**src/rtl/stopwatch_counter_pkg.sv**
```systemverilog
// Shared types, digit limits and width helper for the BCD stopwatch.
// Imported by the interface, the digit cell and the top level.
package stopwatch_pkg;

    typedef logic [3:0] bcd_t;

    localparam bcd_t TENTHS_MAX   = 4'd9;
    localparam bcd_t SEC_ONES_MAX = 4'd9;
    localparam bcd_t SEC_TENS_MAX = 4'd5;
    localparam bcd_t MIN_MAX      = 4'd9;

    function automatic int stopwatch_w(int min_digits);
        return 4 * (3 + min_digits);
    endfunction

    // Roll-over limit of the digit at position idx, LSB digit first.
    function automatic bcd_t digit_limit(int idx);
        bcd_t lim;
        case (idx)
            0:       lim = TENTHS_MAX;
            1:       lim = SEC_ONES_MAX;
            2:       lim = SEC_TENS_MAX;
            default: lim = MIN_MAX;
        endcase
        return lim;
    endfunction

endpackage

```
**src/rtl/stopwatch_counter_if.sv**
```systemverilog
// Control/display bundle of the stopwatch counter.
// master = control FSM side, slave = counter side.
interface stopwatch_counter_if
    import stopwatch_pkg::*;
#(
    parameter int MIN_DIGITS = 2
) ();

    localparam int W = stopwatch_w(MIN_DIGITS);

    logic         tick;
    logic         run;
    logic         dir;
    logic         load;
    logic [W-1:0] preset;
    logic         lap_capture;
    logic [W-1:0] count;
    logic [W-1:0] lap;
    logic         zero;
    logic         wrap;
    logic         done;

    modport master (
        output tick, run, dir, load, preset, lap_capture,
        input  count, lap, zero, wrap, done
    );

    modport slave (
        input  tick, run, dir, load, preset, lap_capture,
        output count, lap, zero, wrap, done
    );

endinterface

```
**src/rtl/stopwatch_counter_bcd_digit.sv**
```systemverilog
// One BCD digit with clamped load, carry/borrow in and out.
// step_out fires when this digit rolls over (up) or borrows (down).
module bcd_digit
    import stopwatch_pkg::*;
#(
    parameter bcd_t LIMIT = 4'd9
) (
    input  logic clk,
    input  logic rst,
    input  logic step_in,
    input  logic dir,
    input  logic load,
    input  bcd_t load_val,
    output bcd_t q,
    output logic step_out
);

    bcd_t q_n;
    logic up;
    logic dn;

    assign up = step_in && !load && !dir;
    assign dn = step_in && !load && dir;

    always_comb begin
        q_n = q;
        unique case (1'b1)
            load: q_n = (load_val > LIMIT) ? LIMIT : load_val;
            up:   q_n = (q == LIMIT) ? 4'd0 : q + 4'd1;
            dn:   q_n = (q == 4'd0) ? LIMIT : q - 4'd1;
            default: ;
        endcase
    end

    always_ff @(posedge clk or posedge rst) begin
        if (rst) q <= 4'd0;
        else     q <= q_n;
    end

    assign step_out = step_in && (dir ? (q == 4'd0) : (q == LIMIT));

endmodule

```
**src/rtl/stopwatch_counter.sv**
```systemverilog
// BCD elapsed-time counter: tenths, seconds, MIN_DIGITS minute digits.
// Optional lap register built when STOPWATCH_LAP_EN is defined.
module stopwatch_counter
    import stopwatch_pkg::*;
#(
    parameter int MIN_DIGITS  = 2,
    parameter bit SATURATE_UP = 1'b0
) (
    input logic                clk,
    input logic                rst,
    stopwatch_counter_if.slave bus
);

    localparam int ND = 3 + MIN_DIGITS;
    localparam int W  = stopwatch_w(MIN_DIGITS);

    logic [W-1:0]  cnt;
    logic [ND:0]   carry;
    logic [ND-1:0] at_lim;
    logic          is_max;
    logic          is_one;
    logic          blocked;
    logic          step_eff;
    logic          zero_q, zero_n;
    logic          wrap_q, wrap_n;
    logic          done_q, done_n;

    // Down-count parks at zero; saturating up-count parks at max.
    assign blocked  = bus.dir ? zero_q : (SATURATE_UP && is_max);
    assign step_eff = bus.tick && bus.run && !bus.load && !blocked;
    assign carry[0] = step_eff;

    for (genvar i = 0; i < ND; i++) begin : g_dig
        bcd_digit #(
            .LIMIT(digit_limit(i))
        ) u_dig (
            .clk     (clk),
            .rst     (rst),
            .step_in (carry[i]),
            .dir     (bus.dir),
            .load    (bus.load),
            .load_val(bus.preset[4*i +: 4]),
            .q       (cnt[4*i +: 4]),
            .step_out(carry[i+1])
        );
        assign at_lim[i] = (cnt[4*i +: 4] == digit_limit(i));
    end

    assign is_max = &at_lim;
    assign is_one = (cnt == W'(1));

    always_comb begin
        zero_n = zero_q;
        wrap_n = 1'b0;
        done_n = 1'b0;
        if (bus.load) begin
            // Clamping never turns a nonzero digit into zero.
            zero_n = (bus.preset == '0);
        end else if (step_eff) begin
            wrap_n = carry[ND] && !bus.dir;
            done_n = bus.dir && is_one;
            zero_n = wrap_n || done_n;
        end
    end

    always_ff @(posedge clk or posedge rst) begin
        if (rst) begin
            zero_q <= 1'b1;
            wrap_q <= 1'b0;
            done_q <= 1'b0;
        end else begin
            zero_q <= zero_n;
            wrap_q <= wrap_n;
            done_q <= done_n;
        end
    end

`ifdef STOPWATCH_LAP_EN
    logic [W-1:0] lap_q;

    always_ff @(posedge clk or posedge rst) begin
        if (rst)                  lap_q <= '0;
        else if (bus.lap_capture) lap_q <= cnt;
    end

    assign bus.lap = lap_q;
`else
    logic unused_lap_capture;

    assign unused_lap_capture = bus.lap_capture;
    assign bus.lap            = '0;
`endif

    assign bus.count = cnt;
    assign bus.zero  = zero_q;
    assign bus.wrap  = wrap_q;
    assign bus.done  = done_q;

endmodule

```
**src/flat_wrapper.sv**
```systemverilog
// flat-port wrapper written by rule: the top's interface ports become plain ports
module stopwatch_counter_flat import stopwatch_pkg::*;
#(
    parameter int MIN_DIGITS  = 2,
    parameter bit SATURATE_UP = 1'b0
)
  (clk, rst, bus_tick, bus_run, bus_dir, bus_load, bus_preset, bus_lap_capture, bus_count, bus_lap, bus_zero, bus_wrap, bus_done);
  stopwatch_counter_if #(.MIN_DIGITS(MIN_DIGITS)) bus_i ();
  input logic clk;
  input logic rst;
  input wire logic [$bits(bus_i.tick)-1:0] bus_tick;
  input wire logic [$bits(bus_i.run)-1:0] bus_run;
  input wire logic [$bits(bus_i.dir)-1:0] bus_dir;
  input wire logic [$bits(bus_i.load)-1:0] bus_load;
  input wire logic [$bits(bus_i.preset)-1:0] bus_preset;
  input wire logic [$bits(bus_i.lap_capture)-1:0] bus_lap_capture;
  output wire logic [$bits(bus_i.count)-1:0] bus_count;
  output wire logic [$bits(bus_i.lap)-1:0] bus_lap;
  output wire logic [$bits(bus_i.zero)-1:0] bus_zero;
  output wire logic [$bits(bus_i.wrap)-1:0] bus_wrap;
  output wire logic [$bits(bus_i.done)-1:0] bus_done;
  assign bus_i.tick = bus_tick;
  assign bus_i.run = bus_run;
  assign bus_i.dir = bus_dir;
  assign bus_i.load = bus_load;
  assign bus_i.preset = bus_preset;
  assign bus_i.lap_capture = bus_lap_capture;
  assign bus_count = bus_i.count;
  assign bus_lap = bus_i.lap;
  assign bus_zero = bus_i.zero;
  assign bus_wrap = bus_i.wrap;
  assign bus_done = bus_i.done;
  stopwatch_counter #(.MIN_DIGITS(MIN_DIGITS), .SATURATE_UP(SATURATE_UP)) u_core (.clk(clk), .rst(rst), .bus(bus_i));
endmodule
```
**config.mk**
```make
export PLATFORM = sky130hd
export DESIGN_NAME = stopwatch_counter_flat
export DESIGN_NICKNAME = d
export VERILOG_FILES = /design/src/rtl/stopwatch_counter_pkg.sv /design/src/rtl/stopwatch_counter_if.sv /design/src/rtl/stopwatch_counter_bcd_digit.sv /design/src/rtl/stopwatch_counter.sv /design/src/flat_wrapper.sv
export SDC_FILE = /design/constraint.sdc
export NUM_CORES = 1
export LEC_CHECK = 0
export BUFFER_PORTS_ARGS = -buffer_cell sky130_fd_sc_hd__buf_2
export CAP_MARGIN = 5
export CORE_UTILIZATION = 30
export CTS_BUF_LIST = sky130_fd_sc_hd__clkbuf_2
export DETAILED_ROUTE_END_ITERATION = 6
export SLEW_MARGIN = 0
export SYNTH_ARGS = -nofsm -noshare
export SYNTH_HDL_FRONTEND = slang
export SYNTH_SLANG_ARGS = --single-unit
export TNS_END_PERCENT = 1
```
**constraint.sdc**
```tcl
create_clock -name clk -period 6.3 [get_ports clk]
set_input_delay 1.26 -clock clk [delete_from_list [all_inputs] [get_ports clk]]
set_output_delay 1.26 -clock clk [all_outputs]
set_load 0.01 [all_outputs]
```
Yosys cells after proc, flatten, opt, wreduce, memory -nomap -nowiden

Index checks and enable logic that the tools add are counted.

Output and inout port bits: 43
Register bits: 23

Reductions and logical operators: 41
Multiplexer cells: 32
Equality and inequality tests: 6
Magnitude comparators: 5
$add $sub $neg: 10

Operator list:

| operator            | count |
|---|---|
| $mux 4              | 15 |
| $pmux 4 s3          | 5 |
| $logic_and 1x1->1   | 25 |
| $add 4x1->4 const B | 5 |
| $eq 20x1->1 const B | 1 |
| $logic_not 20->1    | 1 |
| $logic_not 4->1     | 5 |
| $sub 4x1->4 const B | 5 |
| $eq 4x4->1 const B  | 4 |
| $gt 4x4->1 const B  | 4 |
| $reduce_bool 3->1   | 5 |
| $mux 1              | 12 |
| $eq 4x3->1 const B  | 1 |
| $gt 4x3->1 const B  | 1 |
| $logic_not 1->1     | 3 |
| $reduce_bool 2->1   | 1 |
| $logic_or 1x1->1    | 1 |

Longest topological paths before layout

Word-level depth: 12
Gate-level depth with buffers: 8
Gate-level depth less buffers: 7

Hierarchy

Synthesis repeated with hierarchy kept, for this count alone.

Cell total of the unflattened synthesis: 325
Area total of the unflattened synthesis: 2682.6 µm²

By module, submodules not included:

| module                                | seq. area each (µm²) | cells each | area each (µm²) | instances |
|---|---|---|---|---|
| bcd_digit (u_core.g_dig[1].u_dig ...) | 100.1                | 55         | 460.4           | 3 |
| bcd_digit (u_core.g_dig[0].u_dig)     | 100.1                | 60         | 500.5           | 1 |
| bcd_digit (u_core.g_dig[2].u_dig)     | 100.1                | 50         | 411.6           | 1 |
| stopwatch_counter                     | 76.3                 | 50         | 389.1           | 1 |

Worst setup path before layout

No wires, ideal clock.

Path type: input -> register
Start point: input bus_dir
End point: register u_core.g_dig[3].u_dig.q[2]
Path slack: 3523 ps
Setup time: 126 ps
Stages on the path: 7
Arrival: 2651 ps
Buffers on the path: 2
Path through: buf_6 nand3b_4 a2111oi_4 and3_1 buf_6 mux2i_1 a221o_1

Longest elaborated chain between the ends: 9

Ends and longest elaborated chain:

| item                                            | line                                                                 | text |
|---|---|---|
| start, declared                                 | flat_wrapper.sv:13                                                   | `input wire logic [$bits(bus_i.dir)-1:0] bus_dir;` |
| $mux 1                                          | stopwatch_counter.sv:29                                              | `assign blocked = bus.dir ? zero_q : (SATURATE_UP && is_max);` |
| $logic_not 1->1                                 | stopwatch_counter.sv:30                                              | `assign step_eff = bus.tick && bus.run && !bus.load && !blocked;` |
| $logic_and 1x1->1                               | stopwatch_counter.sv:30                                              |  |
| $logic_and 1x1->1 (3 in series)                 | stopwatch_counter_bcd_digit.sv:40                                    | `assign step_out = step_in && (dir ? (q == 4'd0) : (q == LIMIT));` |
| $logic_and 1x1->1                               | stopwatch_counter_bcd_digit.sv:22, stopwatch_counter_bcd_digit.sv:23 |  |
| $logic_and 1x1->1, on equally long branches     | stopwatch_counter_bcd_digit.sv:23, stopwatch_counter_bcd_digit.sv:22 |  |
| $pmux 4 s3 or $reduce_bool 3->1 (tied branches) | -                                                                    |  |
| end signal, assigned                            | stopwatch_counter_bcd_digit.sv:37                                    | `else q <= q_n;` |
| end, declared                                   | stopwatch_counter_bcd_digit.sv:14                                    | `output bcd_t q,` |

Parallel ways exist; a longest one is shown, timed or not.
A chain may end at the register's enable or synchronous reset.

Worst setup path after layout

Start point: input bus_load
End point: register u_core.g_dig[3].u_dig.q[2]

Longest elaborated chain between the ends: 9

Ends and longest elaborated chain:

| item                                            | line                                                                                          | text |
|---|---|---|
| start, declared                                 | flat_wrapper.sv:14                                                                            | `input wire logic [$bits(bus_i.load)-1:0] bus_load;` |
| $logic_not 1->1                                 | stopwatch_counter_bcd_digit.sv:22, stopwatch_counter_bcd_digit.sv:23, stopwatch_counter.sv:30 |  |
| $logic_and 1x1->1 (2 in series)                 | stopwatch_counter.sv:30                                                                       |  |
| $logic_and 1x1->1 (3 in series)                 | stopwatch_counter_bcd_digit.sv:40                                                             |  |
| $logic_and 1x1->1                               | stopwatch_counter_bcd_digit.sv:22, stopwatch_counter_bcd_digit.sv:23                          |  |
| $logic_and 1x1->1, on equally long branches     | stopwatch_counter_bcd_digit.sv:23, stopwatch_counter_bcd_digit.sv:22                          |  |
| $pmux 4 s3 or $reduce_bool 3->1 (tied branches) | -                                                                                             |  |

Parallel ways exist; a longest one is shown, timed or not.

==> results.cfg <==
[global_routing]
grt_max_degree = 31
busiest_layer = met2
gr-usage-met1_pct = 21.6
met3_usage_pct = 2.87
grt_use_met2_pct = 24.1
grt_pass1_vias = 2133
overflow = 0
grtUsageTotal_pct = 15.4
antenna_found_initial = 0
grt_pass1_wl_um = 10700

[sta]
max_freq_mhz = 342
tightest_slew_ns = 0.979
finalHoldViolCount = 0
timing.clock.skew_ns = 0.0143
timing.final.max_slew_violations = 0
rsz0062_at_grt = no
max_slew_margin_pct = 34.7
final-setup-viol-count = 0
fin_crit_sh_pct = 46.4
finalSetupTns_ns = 0
finalCriticalPeriod_ns = 2.92

[placed_design]
dp.final_hpwl_um = 4880
place_congestion = 0.838
port_buffers = 48

[synth]
yosys-top-cells-area = dfrtp_1 22%, ha_1 8.2%, buf_4 6.7%
ys_seq_elements = 23
syn_area_per_cell_um2 = 8.16
synth_edf_count = 0
async_reset_ff_share_pct = 100
ys_types = 63
ys_warn_count = 0
synth_ff_type = dfrtp_1
netlist_instances = 301
ys_seq_area_share_pct = 23.5
netlist.area_leader.share_pct = 22.4
syn_area_um2 = 2450
yosys-top-cells-count = 22 x buf_4, 22 x dfrtp_1, 20 x inv_1
yosysTopAreaCell = dfrtp_1

[floorplanning]
start_util_pct = 31.4
die_h_um = 92.5
design.die.area_um2 = 8550
placementRows = 32
boundaryPins = 70
die_w_um = 92.5
core_um2 = 7810

[critical_path]
path_depth = 6
crit_path_start_kind = input pin
cp_max_fo = 30
crit_family = simple AND/OR/NAND/NOR gates
critPathMaxStageDelay_ns = 0.47
cp-startpoint = bus_load
required_ns = 6.58
r2r_start = u_core.g_dig[0].u_dig.q[1]
critPathCaptureType = register
crit_buf_inv = 1
rr_worst_depth = 7
cp_slowest_cell = and3_1
worstPathCellList = buf_2 > or2_2 > a2111oi_4 > and3_1 > mux2i_1 > a221o_1
crit_type = in2reg
crit_arrival_ns = 3.20

[routing]
vias_per_cell = 5.36
num_vias = 2359
firstDrtPassIters = 4
wl_um = 6520
postRouteAntennaNets = 0
drc = 0
wl_per_cell_um = 14.8
first_iter_violations = 178

[clock_network]
cts_sinks = 23
cts_tree = done
insertion_delay_ns = 0.37
hold_buffers = 0
cts.htree.levels = 1
clk_pin_slew_worst_paths_ns = 0.26
cts_buffers = 3
cts_resized = 0
cts_setup_buffers = 0
clk_path_buf_depth = 2
cts_root_buf = clkbuf_2

[pwr]
power_density_nw_per_um2 = 157
p_leak_nw = 1.19
vdd_drop_max_uv = 53.4

[worst_hold_path]
worstHoldStart = u_core.bus.zero
holdPathStages = 2
hp-class = reg2reg

[layout]
final_util_pct = 34.3
drive_above_1_share_pct = 18.3
nNetsFinal = 382
n_antenna_cell = 0
syn_to_final_growth_pct = 9.17

[status]
outcome = complete, no violations

[job]
cap_viol_max_count = 0
==> routing by layer <==
metal / routed length [µm] / vias to the layer above
met5: 0 / -
met4: 87 / 0
met3: 321 / 8
met2: 3000 / 75
met1: 3120 / 1126
li1: - / 1150
==> cells in the final DEF (no fill, tap or decap), types with 4 or more instances in the layout <==
cell / instances
o21bai_1: 4
o22ai_1: 4
a221o_1: 4
nand3b_1: 6
inv_1: 20
o211ai_1: 5
o21a_1: 4
dfrtp_1: 22
conb_1: 20
nor2_1: 19
o21ai_0: 16
ha_1: 16
buf_2: 48
nand2b_1: 4
nor3b_1: 5
a22oi_1: 4
nand3_1: 14
nor3_1: 5
nand2_1: 19
a21oi_1: 19
a31oi_1: 5
nor4_1: 4
nor2b_1: 8
clkbuf_2: 4
==> final cells by class <==
| class | instances | area [µm²] |
|---|---|---|
| fillers | 848 | 5130 |
| clock buffers | 4 | 20.0 |
| repair buffers | 48 | 240 |
| multi-input cells | 243 | 1640 |
| flip-flops and latches | 23 | 577 |
| well taps | 102 | 128 |
| inverters | 20 | 75.1 |
==> through the flow <==
stage | power [mW] | worst slack [ns] | instances | instance area, µm² | hold WS [ns]
6_report | 0.420 | 3.38 | 440 | 2680 | 0.567
4_1_cts | 0.420 | 3.40 | 440 | 2680 | 0.576
3_5_place_dp | 0.351 | 2.98 | 436 | 2660 | 0.543
5_1_grt | 0.452 | 3.26 | 440 | 2680 | 0.614
2_1_floorplan | 0.314 | 3.52 | 320 | 2530 | 0.511
3_3_place_gp | 0.348 | 3.01 | 436 | 2660 | 0.540
==> logic make-up (layout without fill, tap and decap cells) <==
logic type | Yosys count | in the layout | synth area share (%)
AOI/OAI and AO/OA | 94 | 94 | 27.8
xor gates and xnor gates | 4 | 4 | 1.43
adders and majority gates | 16 | 16 | 8.15
buffers and inverters | 54 | 72 | 12.6
DFF | 23 | 23 | 23.5
muxes | 2 | 2 | 0.816
other | 1 | 20 | 0.153
and+or+nand+nor | 107 | 107 | 25.6
==> registers in the layout (all words and copies together), names as in the netlist <==
name / count
u_core.g_dig.u_dig.q: 20
u_core.bus.wrap: 1
u_core.bus.done: 1
u_core.bus.zero: 1
==> worst register-to-register path, stage by stage (launching register included) <==
cell and delay, ns:
dfrtp_1 0.53, inv_1 0.11, ha_1 0.32, nand3b_4 0.12, a2111oi_4 0.44, and3_1 0.47
mux2i_1 0.14, a221o_1 0.31
==> final timing paths <==
check / slack [ns] / to
max: 3.38 / u_core.g_dig[3].u_dig.q[2]
min: 0.57 / u_core.bus.zero
max reg2reg: 3.78 / u_core.g_dig[3].u_dig.q[2]
min reg2reg: 0.57 / u_core.bus.zero
max in group asynchronous: 4.65 / u_core.g_dig[4].u_dig.q[1]
min in group asynchronous: 1.06 / u_core.g_dig[1].u_dig.q[0]
==> where the power goes <==
group | switching (mW) | internal (mW)
logic | 0.0909 | 0.0669
clock network | 0.0524 | 0.0167
registers | 0.0316 | 0.161
Note: power is estimated with default switching activity, not from simulation.
